$ cat config.mk
export PLATFORM = sky130hd
export DESIGN_NAME = camac_dataway_receiver
export DESIGN_NICKNAME = d
export VERILOG_FILES = /design/src/rtl/camac_dataway_receiver.sv
export SDC_FILE = /design/constraint.sdc
export NUM_CORES = 1
export LEC_CHECK = 0
export ABC_CLOCK_PERIOD_IN_PS = 2250
export BUFFER_PORTS_ARGS = -buffer_cell sky130_fd_sc_hd__clkbuf_2
export CAP_MARGIN = 20
export CELL_PAD_IN_SITES_DETAIL_PLACEMENT = 0
export CELL_PAD_IN_SITES_GLOBAL_PLACEMENT = 1
export CORE_ASPECT_RATIO = 0.75
export CORE_MARGIN = 1
export CORE_UTILIZATION = 44
export DETAILED_ROUTE_END_ITERATION = 12
export GPL_ROUTABILITY_DRIVEN = 0
export GPL_TIMING_DRIVEN = 0
export PLACE_DENSITY_LB_ADDON = 0.1
export SETUP_SLACK_MARGIN = 0.4
export SLEW_MARGIN = 5
export SYNTH_ARGS = -nofsm -noshare
export SYNTH_HDL_FRONTEND = slang
export SYNTH_SLANG_ARGS = --single-unit
$ cat constraint.sdc
create_clock -name clk -period 2.25 [get_ports clk]
set_input_delay 0.3375 -clock clk [delete_from_list [all_inputs] [get_ports clk]]
set_output_delay 0.3375 -clock clk [all_outputs]
set_load 0.03 [all_outputs]
$ cat src/rtl/camac_dataway_receiver.sv
// CAMAC dataway receiver: synchronises, deglitches and latches one strobed word into a valid/ready output register.
// Latency: SETTLE at edge 3 after strobe, capture FILTER_LEN edges later; a full buffer drops the new word and sets overrun.
module camac_dataway_receiver #(
   parameter int WIDTH          = 6,
   parameter bit INVERTED_INPUT = 1'b1,
   parameter int FILTER_LEN     = 3,
   parameter int TIMEOUT        = 255
) (
   input  logic             clk,
   input  logic             rst,
   input  logic             e1,
   input  logic             e2,
   input  logic [WIDTH-1:0] bus_in,
   input  logic             strobe_n,
   output logic [WIDTH-1:0] data_out,
   output logic             valid,
   input  logic             ready,
   output logic             busy,
   output logic             overrun,
   output logic             timeout_err,
   input  logic             clr_flags
);

   localparam logic [3:0]  STABLE_LAST  = 4'(FILTER_LEN - 1);
   localparam logic [15:0] TIMEOUT_LAST = 16'(TIMEOUT - 1);

   typedef enum logic [1:0] {IDLE, SETTLE, HOLD} state_t;

   state_t           state, state_nxt;
   logic [WIDTH-1:0] bus_m, bus_s, bus_prev;
   logic             strb_m, strb_s;
   logic [3:0]       stable_cnt, stable_nxt;
   logic [15:0]      tmo_cnt, tmo_nxt;
   logic             en, match, capture, tmo_hit, load, drop;
   logic [WIDTH-1:0] word;

   always_ff @(posedge clk) begin
      if (rst) begin
         bus_m    <= '0;
         bus_s    <= '0;
         bus_prev <= '0;
         strb_m   <= 1'b1;
         strb_s   <= 1'b1;
      end else begin
         bus_m    <= bus_in;
         bus_s    <= bus_m;
         bus_prev <= bus_s;
         strb_m   <= strobe_n;
         strb_s   <= strb_m;
      end
   end

   assign en    = ~e1 & ~e2;
   assign match = (bus_s == bus_prev);
   assign word  = INVERTED_INPUT ? ~bus_s : bus_s;
   assign busy  = (state != IDLE);

   always_comb begin
      state_nxt  = state;
      stable_nxt = stable_cnt;
      tmo_nxt    = tmo_cnt;
      capture    = 1'b0;
      tmo_hit    = 1'b0;
      case (state)
         IDLE: begin
            if (en && !strb_s) begin
               state_nxt  = SETTLE;
               stable_nxt = '0;
               tmo_nxt    = '0;
            end
         end
         SETTLE: begin
            if (match)
               stable_nxt = (stable_cnt == 4'hF) ? stable_cnt : stable_cnt + 4'd1;
            else
               stable_nxt = '0;
            tmo_nxt = tmo_cnt + 16'd1;
            // Abort outranks capture, which outranks timeout.
            if (!en || strb_s) begin
               state_nxt = IDLE;
            end else if (match && (stable_cnt == STABLE_LAST)) begin
               capture   = 1'b1;
               state_nxt = HOLD;
            end else if (tmo_cnt == TIMEOUT_LAST) begin
               tmo_hit   = 1'b1;
               state_nxt = HOLD;
            end
         end
         HOLD: begin
            if (strb_s || !en)
               state_nxt = IDLE;
         end
         default: state_nxt = IDLE;
      endcase
   end

   assign load = capture && (!valid || ready);
   assign drop = capture && valid && !ready;

   always_ff @(posedge clk) begin
      if (rst) begin
         state       <= IDLE;
         stable_cnt  <= '0;
         tmo_cnt     <= '0;
         data_out    <= '0;
         valid       <= 1'b0;
         overrun     <= 1'b0;
         timeout_err <= 1'b0;
      end else begin
         state      <= state_nxt;
         stable_cnt <= stable_nxt;
         tmo_cnt    <= tmo_nxt;
         if (load) begin
            data_out <= word;
            valid    <= 1'b1;
         end else if (valid && ready) begin
            valid <= 1'b0;
         end
         // Set beats clear when both land on the same edge.
         if (drop)
            overrun <= 1'b1;
         else if (clr_flags)
            overrun <= 1'b0;
         if (tmo_hit)
            timeout_err <= 1'b1;
         else if (clr_flags)
            timeout_err <= 1'b0;
      end
   end

endmodule
==> impl_metrics.toml, run 1 <==
[drt]
ant_nets = 0
vias = 1569
drc_errors = 0
wl_per_cell_um = 13.3
drt-initial-drc-count = 86
routed_via_density = 5.06
first_pass_iters = 4
wl_um = 4130

[clock_tree]
clkTransAtPathRegs_ns = 0.11
cts.sinks = 51
numCtsBuffers = 5
ctsHoldBuffers = 0
htreeDepth = 2
clock_tree.root_cell = "clkbuf_8"
cts_tree = "yes"
cts_max_path_buffers = 2
clock_latency_ns = 0.32

[logic_synthesis]
yosysSeqAreaShare_pct = 48.5
ys_warn_count = 0
synth-seq-cells = 51
synth_nets = 230
synthCells = 213
synth_cell_types = 42
syn-cell-area_um2 = 2110
syn_area_per_cell_um2 = 9.89

[timing]
fmax_mhz = 526
rsz0062_at_grt = "yes"
setup_tns_ns = 0
worstMarginPinSlew_ns = 0.548
finClkSkew_ns = 0.0100
timing.slew.headroom_pct = 63.2
slew_viol_final = 0
setup_violations = 0
fin_crit_ns = 1.90
finalCritPeriodShare_pct = 84.6
hold_viol = 0

[hold_path]
worstHoldPathCells = 2
hold_path_class = "input port to register"

[placement]
io_buffers = 22
placed_cells = 292
placed_area_um2 = 2290
dp_hpwl_um = 2890

[floorplan]
core_region_area_um2 = 4520
die_area_um2 = 5070
chipHeight_um = 61.9
ios = 23
core.rowCount = 21
die_w_um = 81.9
initial_core_util_pct = 46.6

[setup_path]
cp-end-kind = "register"
crit_buf_inv = 1
crit_family = "simple AND/OR/NAND/NOR gates"
slowest_delay_ns = 0.47
required_ns = 2.44
worstPathCellList = "inv_2, ha_4, or3b_4, nor2_4, or4b_4, nor2_4, a211oi_1"
r2r_cells = 7
cp_max_fo = 6
path_class = "register to register"
slowest_stage = "or4b_4"
crit_path_start_kind = "register"
cp.arrival_ns = 2.09
cpMostUsedCell = "nor2_4"
cp_num_cells = 7

[finish]
multiInputGateArea_um2 = 1120
n_antenna_cell = 0
fin_util_pct = 56.6
nets = 269
drive_gt1_share_pct = 30.4
syn2layout_area_growth_pct = 21.5
final_area_um2 = 2560
final_cells = 310
seqCellArea_um2 = 1030
fill_cells = 391

[status]
run_status = "finished clean"

[global_route]
grt_pass1_vias = 1339
grt_pass1_wl_um = 6350
grt_max_degree = 20
grt_antenna_before_repair = 0
gr-total-overflow = 0
grt_usage_pct = 17.1

[flow_run]
max_cap_viol_count = 0

[power]
power.leakage_nw = 0.956
fin_total_pwr_mw = 1.57
power.density_nw_per_um2 = 614
peakVddDrop_v = 0.000365
==> worst reg2reg max path, delay by kind of cell (launching register included) <==
family | cells | cell delay, ns
flops | 1 | 0.34
buf+inv | 1 | 0.06
simple gates | 4 | 1.16
compound gates | 1 | 0.10
fa+ha+maj | 1 | 0.11
==> kinds of logic after synthesis <==
kind of cell | Yosys count | share of synthesized area, %
simple gates | 96 | 26.7
flops | 51 | 48.5
compound gates | 31 | 12.1
xor+xnor | 19 | 7.90
buf+inv | 12 | 2.50
fa+ha+maj | 4 | 2.38
==> cell usage in the layout, fill, tap and decap left out, types with 4 or more instances in the layout <==
| cell type | count |
|---|---|
| buf_4 | 10 |
| nand2_1 | 8 |
| dfxtp_1 | 46 |
| nor2b_1 | 22 |
| clkbuf_2 | 23 |
| xnor2_1 | 6 |
| nand2b_1 | 5 |
| xor2_1 | 12 |
| a21oi_1 | 9 |
| nor2_1 | 19 |
| nand4_1 | 6 |
| clkbuf_8 | 5 |
| inv_1 | 5 |
| dfxtp_2 | 4 |
| a211oi_2 | 5 |
| nand3_1 | 7 |
==> flip-flops by register name, summed over array words and instances, names as in the netlist, 2 cells and up <==
signal      cells
tmo_cnt        16
bus_m           6
bus_prev        6
bus_s           6
data_out        6
stable_cnt      4
state           2
==> timing repair <==
action,in CTS,in global routing
setup endpoints to repair,13,20
resized for setup,10,19
setup buffers,3,7
pin swaps,4,8
gates cloned,0,0
==> where the power goes <==
part / internal, mW / total [mW] / switching, mW
Combinational: 0.0297 / 0.0711 / 0.0414
Clock: 0.235 / 0.574 / 0.339
Sequential: 0.916 / 0.925 / 0.00856
==> per-stage QoR <==
stage	hold WS [ns]	setup slack, ns
after floorplan	0.389	0.456
after global routing	0.183	0.306
after CTS	0.192	0.349
after detailed placement	0.420	0.125
final	0.189	0.347
after global placement	0.399	0.189
==> synthesized netlist by cell type, drive strengths merged <==
cell	count	area, µm²
nand2b	5	31.3
a21oi	11	55.1
and4	2	17.5
or2	3	18.8
dfxtp	51	1020
or3	1	11.3
nor2	24	105
o21ai	2	10.0
and3	2	12.5
a21bo	1	10.0
nand4	6	37.5
o31ai	1	7.51
inv	6	22.5
a22o	2	17.5
or3b	1	8.76
a211oi	7	52.6
o21a	1	7.51
xnor2	6	52.6
nor4b	1	23.8
nor3	3	15.0
nand2	9	33.8
clkbuf	4	15.0
a41o	1	10.0
or4	1	7.51
a2111oi	2	55.1
or2b	1	7.51
nor4	3	18.8
or4b	1	10.0
nand3	8	40.0
a31oi	1	6.26
nand4bb	1	11.3
ha	4	50.1
o221ai	1	15.0
nor2b	23	144
nand3b	1	7.51
o21bai	1	7.51
buf	2	15.0
xor2	13	114
==> final cells by class <==
class / instances / area share [%]
repair buffers: 32 / 7.24
inverters: 6 / 0.880
multi-input cells: 150 / 43.7
flip-flops and latches: 51 / 40.2
plain buffers: 6 / 1.37
clock inverters: 3 / 1.12
clock buffers: 5 / 2.69
well taps: 57 / 2.79
==> worst paths after layout <==
check,from,end,slack (ns)
worst max-delay path,stable_cnt[0]$_SDFFE_PP0P_,data_out[1]$_SDFFE_PP0P_,0.35
worst max register to register,stable_cnt[0]$_SDFFE_PP0P_,data_out[1]$_SDFFE_PP0P_,0.35
worst min-delay path,strobe_n,strb_m$_SDFF_PP1_,0.19
worst min register to register,strb_m$_SDFF_PP1_,strb_s$_SDFF_PP1_,0.45
==> routing by layer <==
metal	GRT usage, %	wire (µm)	up-vias
met3	5.69	233	5
met1	24.8	2080	725
met4	5.26	44	0
met5	0	0	-
li1	-	-	811
met2	24.0	1770	28
(Power assumes the default switching activity.)
==> run 2: changes to the inputs <==
- ABC_CLOCK_PERIOD_IN_PS: 2250 -> 1800
- clock period: 2.25 -> 1.8 ns (I/O delays scaled with it)
==> impl_metrics.toml, run 2 (same netlist as run 1, synthesis figures left out) <==
[clock_tree]
clock_latency_ns = 0.30
clkTransAtPathRegs_ns = 0.10
ctsHoldBuffers = 0
cts.sinks = 51
cts_max_path_buffers = 2
cts_tree = "yes"
htreeDepth = 2
clock_tree.root_cell = "clkbuf_8"
numCtsBuffers = 5

[global_route]
grt_antenna_before_repair = 0
grt_max_degree = 20
grt_pass1_vias = 1468
gr-total-overflow = 0
grt_pass1_wl_um = 6660
grt_usage_pct = 18.0

[floorplan]
die_area_um2 = 5070
ios = 23
core_region_area_um2 = 4520
initial_core_util_pct = 46.6
die_w_um = 81.9
core.rowCount = 21
chipHeight_um = 61.9

[setup_path]
crit_family = "simple AND/OR/NAND/NOR gates"
r2r_cells = 7
worstPathCellList = "inv_1, ha_1, or3b_4, nor2_4, or4b_4, nor2_4, a211oi_1"
slowest_delay_ns = 0.47
rr_startpoint = "stable_cnt[0]$_SDFFE_PP0P_"
slowest_stage = "or4b_4"
path_class = "register to register"
cp-end-kind = "register"
crit_path_start_kind = "register"
r2r_slack_ns = -0.05
cp_max_fo = 6
cp.arrival_ns = 2.03
timing.rr.end = "data_out[1]$_SDFFE_PP0P_"
crit_buf_inv = 1
required_ns = 1.98
cpMostUsedCell = "nor2_4"

[finish]
top_register = "tmo_cnt"
largest_reg_flops = 16
drive_gt1_share_pct = 35.1
syn2layout_area_growth_pct = 31.8
layout_commonest_cell = "dfxtp_1"
final_cell_mix = "dfxtp_1, nor2b_1, clkbuf_2, nor2_1, buf_4"
nets = 281
n_antenna_cell = 0

[power]
power.leakage_nw = 1.04
pwr-share-seq_pct = 58.7
power.share.clock_pct = 35.8
p_int_mw = 1.49
switching_share_pct = 24.3
power_switching_mw = 0.477
peakVddDrop_v = 0.000429
power.density_nw_per_um2 = 709
comb_power_share_pct = 5.5

[drt]
routed_via_density = 5.02
wl_per_cell_um = 13.3
drc_errors = 0
ant_nets = 0
first_pass_iters = 4
drt-initial-drc-count = 55
vias = 1617
wl_um = 4270

[hold_path]
hold_path_end = "strb_m$_SDFF_PP1_"
min_from = "strobe_n"
worstHoldPathCells = 2
hold_path_class = "input port to register"

[timing]
rsz0062_at_grt = "yes"
slew_viol_final = 0
fmax_mhz = 541
fin_crit_ns = 1.85
timing.slew.headroom_pct = 67.2
holdWs_ns = 0.139
finClkSkew_ns = 0.00475
finalWorstSetupSlack_ns = -0.0501
hold_viol = 0
setup_violations = 6
worstMarginPinSlew_ns = 0.492
setup_tns_ns = -0.280
finalCritPeriodShare_pct = 103

[status]
run_status = "finished, violations left"
violations = "negative setup slack"

[placement]
io_buffers = 22
dp_hpwl_um = 2930

[flow_run]
max_cap_viol_count = 0
run 2: layout make-up:
type	instances	area, µm²
Sequential cell	51	1030
Timing Repair Buffer	44	348
Multi-Input combinational cell	150	1170
Buffer	6	35.0
Clock buffer	5	68.8
Tap cell	57	71.3
Inverter	6	22.5
Fill cell	364	1740
Clock inverter	3	28.8
run 2: how the worst max path moves through the flow:
stage,startpoint,to,slack [ns],cells after the start
global route,stable_cnt[0]$_SDFFE_PP0P_,data_out[0]$_SDFFE_PP0P_,-0.11,7
floorplan,stable_cnt[0]$_SDFFE_PP0P_,data_out[1]$_SDFFE_PP0P_,0.04,7
detailed placement,state[1]$_SDFFE_PP0P_,data_out[2]$_SDFFE_PP0P_,-0.18,5
finish,stable_cnt[0]$_SDFFE_PP0P_,data_out[1]$_SDFFE_PP0P_,-0.05,7
global placement,state[1]$_SDFFE_PP0P_,data_out[2]$_SDFFE_PP0P_,-0.12,5
CTS,stable_cnt[0]$_SDFFE_PP0P_,data_out[2]$_SDFFE_PP0P_,-0.07,7
run 2: power groups by stage:
stage,clock network (mW),logic [mW],registers [mW]
after floorplan,0,0.0596,1.18
after global placement,0,0.0842,1.18
after detailed placement,0,0.0867,1.18
after CTS,0.725,0.0939,1.16
after global routing,0.786,0.118,1.16
final,0.704,0.108,1.16
run 2: per-stage QoR:
step,instances,utilization (%),area [µm²],setup WS (ns),total power [mW]
after global placement,292,51.2,2310,-0.118,1.27
final,322,61.4,2780,-0.0501,1.97
after CTS,311,57.2,2590,-0.0716,1.97
after floorplan,213,-,2130,0.0380,1.24
after global routing,322,61.4,2780,-0.111,2.06
after detailed placement,292,51.2,2310,-0.181,1.27
run 2: what timing repair did:
action / CTS / global route
setup buffers: 11 / 11
resized for setup: 25 / 13
pin swaps: 10 / 21
endpoints found under the setup margin: 30 / 31
run 2: metal layers:
layer	wire length [µm]	share of wire, %	track usage [%]
met4	36	0.84	6.52
met1	2190	51	24.6
met5	0	0	0
met3	153	3.6	4.82
met2	1890	44	27.4
